<file path="config.mk">
export PLATFORM = sky130hd
export DESIGN_NAME = cp0_irq
export DESIGN_NICKNAME = d
export VERILOG_FILES = /design/src/rtl/cp0_irq.sv
export SDC_FILE = /design/constraint.sdc
export NUM_CORES = 1
export LEC_CHECK = 0
export ABC_CLOCK_PERIOD_IN_PS = 2200
export CORE_ASPECT_RATIO = 0.7
export CORE_UTILIZATION = 44
export CTS_CLUSTER_DIAMETER = 80
export CTS_CLUSTER_SIZE = 40
export DETAILED_ROUTE_END_ITERATION = 10
export PLACE_DENSITY_LB_ADDON = 0.2
export SLEW_MARGIN = 20
export SYNTH_ARGS = -nofsm -noshare
export SYNTH_HDL_FRONTEND = slang
export SYNTH_SLANG_ARGS = --single-unit
</file>
<file path="constraint.sdc">
create_clock -name clk -period 2.2 [get_ports clk]
set_clock_uncertainty 0.1 [all_clocks]
set_input_delay 0.22 -clock clk [delete_from_list [all_inputs] [get_ports clk]]
set_output_delay 0.22 -clock clk [all_outputs]
set_load 0.1 [all_outputs]
</file>
<file path="src/rtl/cp0_irq.sv">
// Coprocessor-0 interrupt/exception block: SR, Cause, EPC and PRId,
// with level-sensitive interrupt request, exception entry and eret.
module cp0_irq #(
    parameter logic [31:0] PRID = 32'h0000_4D49
) (
    input  logic        clk,
    input  logic        reset,
    input  logic [4:0]  addr,
    input  logic        we,
    input  logic [31:0] din,
    output logic [31:0] dout,
    input  logic [5:0]  hw_int,
    input  logic [29:0] pc,
    input  logic        exl_set,
    input  logic [4:0]  exc_code,
    input  logic        exl_clr,
    output logic        int_req,
    output logic [31:0] epc
);

    localparam logic [4:0] A_SR    = 5'd12;
    localparam logic [4:0] A_CAUSE = 5'd13;
    localparam logic [4:0] A_EPC   = 5'd14;
    localparam logic [4:0] A_PRID  = 5'd15;

    logic [5:0]  im;
    logic        exl;
    logic        ie;
    logic [5:0]  ip;
    logic [4:0]  exccode;
    logic [29:0] epc_q;

    logic        wr_sr;
    logic        wr_epc;
    logic        take_exc;

    assign int_req  = (|(ip & im)) & ie & ~exl;
    assign epc      = {epc_q, 2'b00};

    assign wr_sr    = we && (addr == A_SR);
    assign wr_epc   = we && (addr == A_EPC);
    assign take_exc = exl_set && !exl;

    // exl_set blocks eret and mtc0 in its cycle even when it is itself
    // ignored because a handler is already running.
    always_ff @(posedge clk) begin
        if (reset) begin
            im      <= '0;
            exl     <= 1'b0;
            ie      <= 1'b0;
            ip      <= '0;
            exccode <= '0;
            epc_q   <= '0;
        end else begin
            ip <= hw_int;
            if (exl_set) begin
                if (take_exc) begin
                    exl     <= 1'b1;
                    epc_q   <= pc;
                    exccode <= int_req ? 5'd0 : exc_code;
                end
            end else begin
                if (wr_sr) begin
                    im  <= din[15:10];
                    ie  <= din[0];
                    exl <= din[1] & ~exl_clr;
                end else if (exl_clr) begin
                    exl <= 1'b0;
                end
                if (wr_epc) begin
                    epc_q <= din[31:2];
                end
            end
        end
    end

    always_comb begin
        dout = '0;
        case (addr)
            A_SR:    dout = {16'h0, im, 8'h0, exl, ie};
            A_CAUSE: dout = {16'h0, ip, 3'b000, exccode, 2'b00};
            A_EPC:   dout = {epc_q, 2'b00};
            A_PRID:  dout = PRID;
            default: dout = '0;
        endcase
    end

endmodule

</file>
==> flow_summary_export.csv <==
group,metric,value,unit
job,drv_cap,0,
worst_setup_path,required,1880,ps
die,num_io_pins,148,
pwr,p_leak,2.221,nW
yosys,syn_area,3017,um^2
worst_setup_path,r2r_slack,410,ps
worst_setup_path,cpMaxStageDelayCell,"clkdlybuf4s50_1",
worst_setup_path,path_buf_inv,3,
pwr,vdd_ir_drop_max,0.0003161,V
worst_setup_path,critPathTopFamily,"buffers and inverters",
die,dieArea,7196,um^2
worst_setup_path,critPathCapture,"dout[12]",
worst_setup_path,path_depth,6,
die,core-area,6426,um^2
place,io_buffers,145,
timing,drv_slew,0,
timing,tightest_slew,587.8,ps
die,start_util,0.4694,
timing,finalSetupTns,0,ps
worst_setup_path,worst-setup-path-type,"primary input to primary output",
timing,max_freq,0.4841,GHz
worst_setup_path,worstPathMaxFanout,24,
worst_setup_path,cp.arrival,1750,ps
timing,post-route-period-util,0.9390,
clock_network,clock-sinks,49,
yosys,ys_types,33,
timing,rsz0062_at_grt,"false",
clock_network,cts_buffers,5,
worst_setup_path,cp_common_cell,"buf_12",
grt,antenna_found_initial,0,
grt,gr-usage-all-layers,0.2639,
die,fp.dieH,71.28,um
yosys,synth_warnings,0,
grt,grt_pass1_wl,14680,um
die,fp.dieW,101.0,um
finish,design_area,5000,um^2
clock_network,cts_root_buf,"clkbuf_8",
yosys,synthTopCellsByArea,"dfxtp_1 (33%), mux2_4 (15%), mux2i_1 (13%), nor2b_1 (7.9%), nor2_1 (4.7%)",
hold_path,hold_class,"primary input to flip-flop",
grt,grt_pass1_vias,2878,
worst_setup_path,worst_setup_path_start_kind,"primary input",
worst_setup_path,slowest_delay,570,ps
place,gp_congestion,0.8892,
finish,drive_gt1_frac,0.2919,
timing,slew_headroom,0.6081,
finish,final_cell_mix,"clkdlybuf4s50_1 (79), dfxtp_1 (49), buf_4 (42)",
clock_network,cts_tree,"yes",
drt,vias_per_cell,5.142,
yosys,yosysTopAreaCell,"dfxtp_1",
pwr,power_density,516.4,nW/um^2
grt,grt_overflow,0,
yosys,ys_seq_elements,49,
timing,period_needed,2066,ps
clock_network,clkTransAtPathRegs,100,ps
finish,layout_commonest_cell,"clkdlybuf4s50_1",
drt,routed_wl,9226,um
yosys,synth_top_area_frac,0.3252,
drt,drt-pass1-iter-count,4,
worst_setup_path,r2r-end,"epc_q[2]$_SDFFE_PP0P_",
drt,ant_nets,0,
clock_network,worstSkewPairLatency,300,ps
finish,syn_to_final_growth,65.74,%
worst_setup_path,endpoint_kind,"primary output",
worst_setup_path,r2r-start,"exl$_SDFFE_PP0P_",
clock_network,clk_path_buf_depth,2,
grt,grt_max_degree,43,
worst_setup_path,reg2reg_depth,3,
finish,fin_nets,541,
yosys,seq_area_frac_synth,0.3252,
drt,wire_per_inst,16.77,um
yosys,syn-mean-instance-area,9.486,um^2
clock_network,cts_hold_buf,0,
timing,hold_ws,359.8,ps
timing,hold_viol,0,
timing,setup_viol,0,
yosys,syn_inst,318,
clock_network,htree_num_levels,2,
drt,drtIter0Drc,152,
drt,remaining_drc_errors,0,
status,status,"complete, no violations",
place,dpl_cell_area,4882,um^2
worst_setup_path,path_cells,"clkdlybuf4s50_1 -> nor2b_1 -> buf_12 -> a2bb2oi_1 -> nor2_1 -> buf_12",
worst_setup_path,startpoint,"addr[1]",
place,dp_hpwl,6917,um
drt,num_vias,2828,
die,num_rows,24,
finish,antenna_cells,0,
-- worst min path at each step --
stage	slack, ps	startpoint	to	cells past startpoint
final	360	hw_int[3]	ip[3]$_SDFF_PP0_	2
after global routing	360	hw_int[0]	ip[0]$_SDFF_PP0_	2
after CTS	360	hw_int[3]	ip[3]$_SDFF_PP0_	2
after detailed placement	390	im[3]$_SDFFE_PP0P_	im[3]$_SDFFE_PP0P_	2
after global placement	370	im[2]$_SDFFE_PP0P_	im[2]$_SDFFE_PP0P_	2
after floorplan	250	hw_int[0]	ip[0]$_SDFF_PP0_	1
-- stage by stage --
| step | std cells | total power (W) | worst slack (ps) | utilization |
|---|---|---|---|---|
| 2_1_floorplan | 319 | 0.001633 | -476.0 | - |
| 3_3_place_gp | 542 | 0.001927 | 85.14 | 0.7597 |
| 3_5_place_dp | 542 | 0.001947 | 30.87 | 0.7597 |
| 4_1_cts | 550 | 0.002589 | 123.2 | 0.7776 |
| 5_1_grt | 550 | 0.002671 | 95.34 | 0.7780 |
| 6_report | 550 | 0.002582 | 134.1 | 0.7780 |
-- area by class of cell --
cell class                 count  area, um^2
clock buffer                   5       68.82
clock inverter                 3       46.29
fill                         455        1426
inverter                       6       22.52
multi-input combinational    237        1938
sequential                    49       980.9
tap                           91       113.9
timing repair buffer         159        1829
-- Yosys cell counts --
cell type  count
a311o_1        1
nor4_4         1
inv_1          6
nand2b_4       1
nor2b_1       38
nor4bb_1       5
nand3_1        1
buf_2          4
a2bb2oi_1      3
o21ai_0        3
dfxtp_1       49
nor2_1        38
nand2_1        4
buf_6          3
nand2b_1      18
mux2i_1       40
buf_4          2
o31a_4         1
a22oi_1        6
nand3b_1       1
o221a_2        3
o22ai_1        5
conb_1         1
mux2_2         3
mux2_4        30
nand4_1        2
buf_1          1
a311oi_1       1
and3_1        19
a21oi_1        8
clkbuf_1      17
nor3b_1        2
and3b_1        1
-- kinds of logic after synthesis --
| kind of cell | synth area share |
|---|---|
| other | 0.001243 |
| muxes | 0.2932 |
| DFF | 0.3252 |
| buffers and inverters | 0.05267 |
| AOI/OAI and AO/OA | 0.07549 |
| and+or+nand+nor | 0.2522 |
-- what timing repair did --
action / CTS / global route
setup endpoints to repair: 0 / 1
resized for setup: 0 / 1
setup buffers: 0 / 0
-- registers in the layout (all words and copies together), names as in the netlist --
signal and count:
epc_q 30, exccode 5, exl 1, ie 1
im 6, ip 6
-- layer usage --
metal  share of wire  vias up  global-route usage
met5               0        -                   0
li1                -     1374                   -
met4           0.011        0             0.04831
met3           0.074       12             0.05561
met2            0.47      107              0.4574
met1            0.44     1335              0.3437
-- where the power goes --
group | switching [W] | total, W | internal [W]
sequential | 0.0000469 | 0.000991 | 0.000945
combinational | 0.000567 | 0.000940 | 0.000372
clock | 0.000310 | 0.000651 | 0.000341
Note: power is estimated with default switching activity, not from simulation.
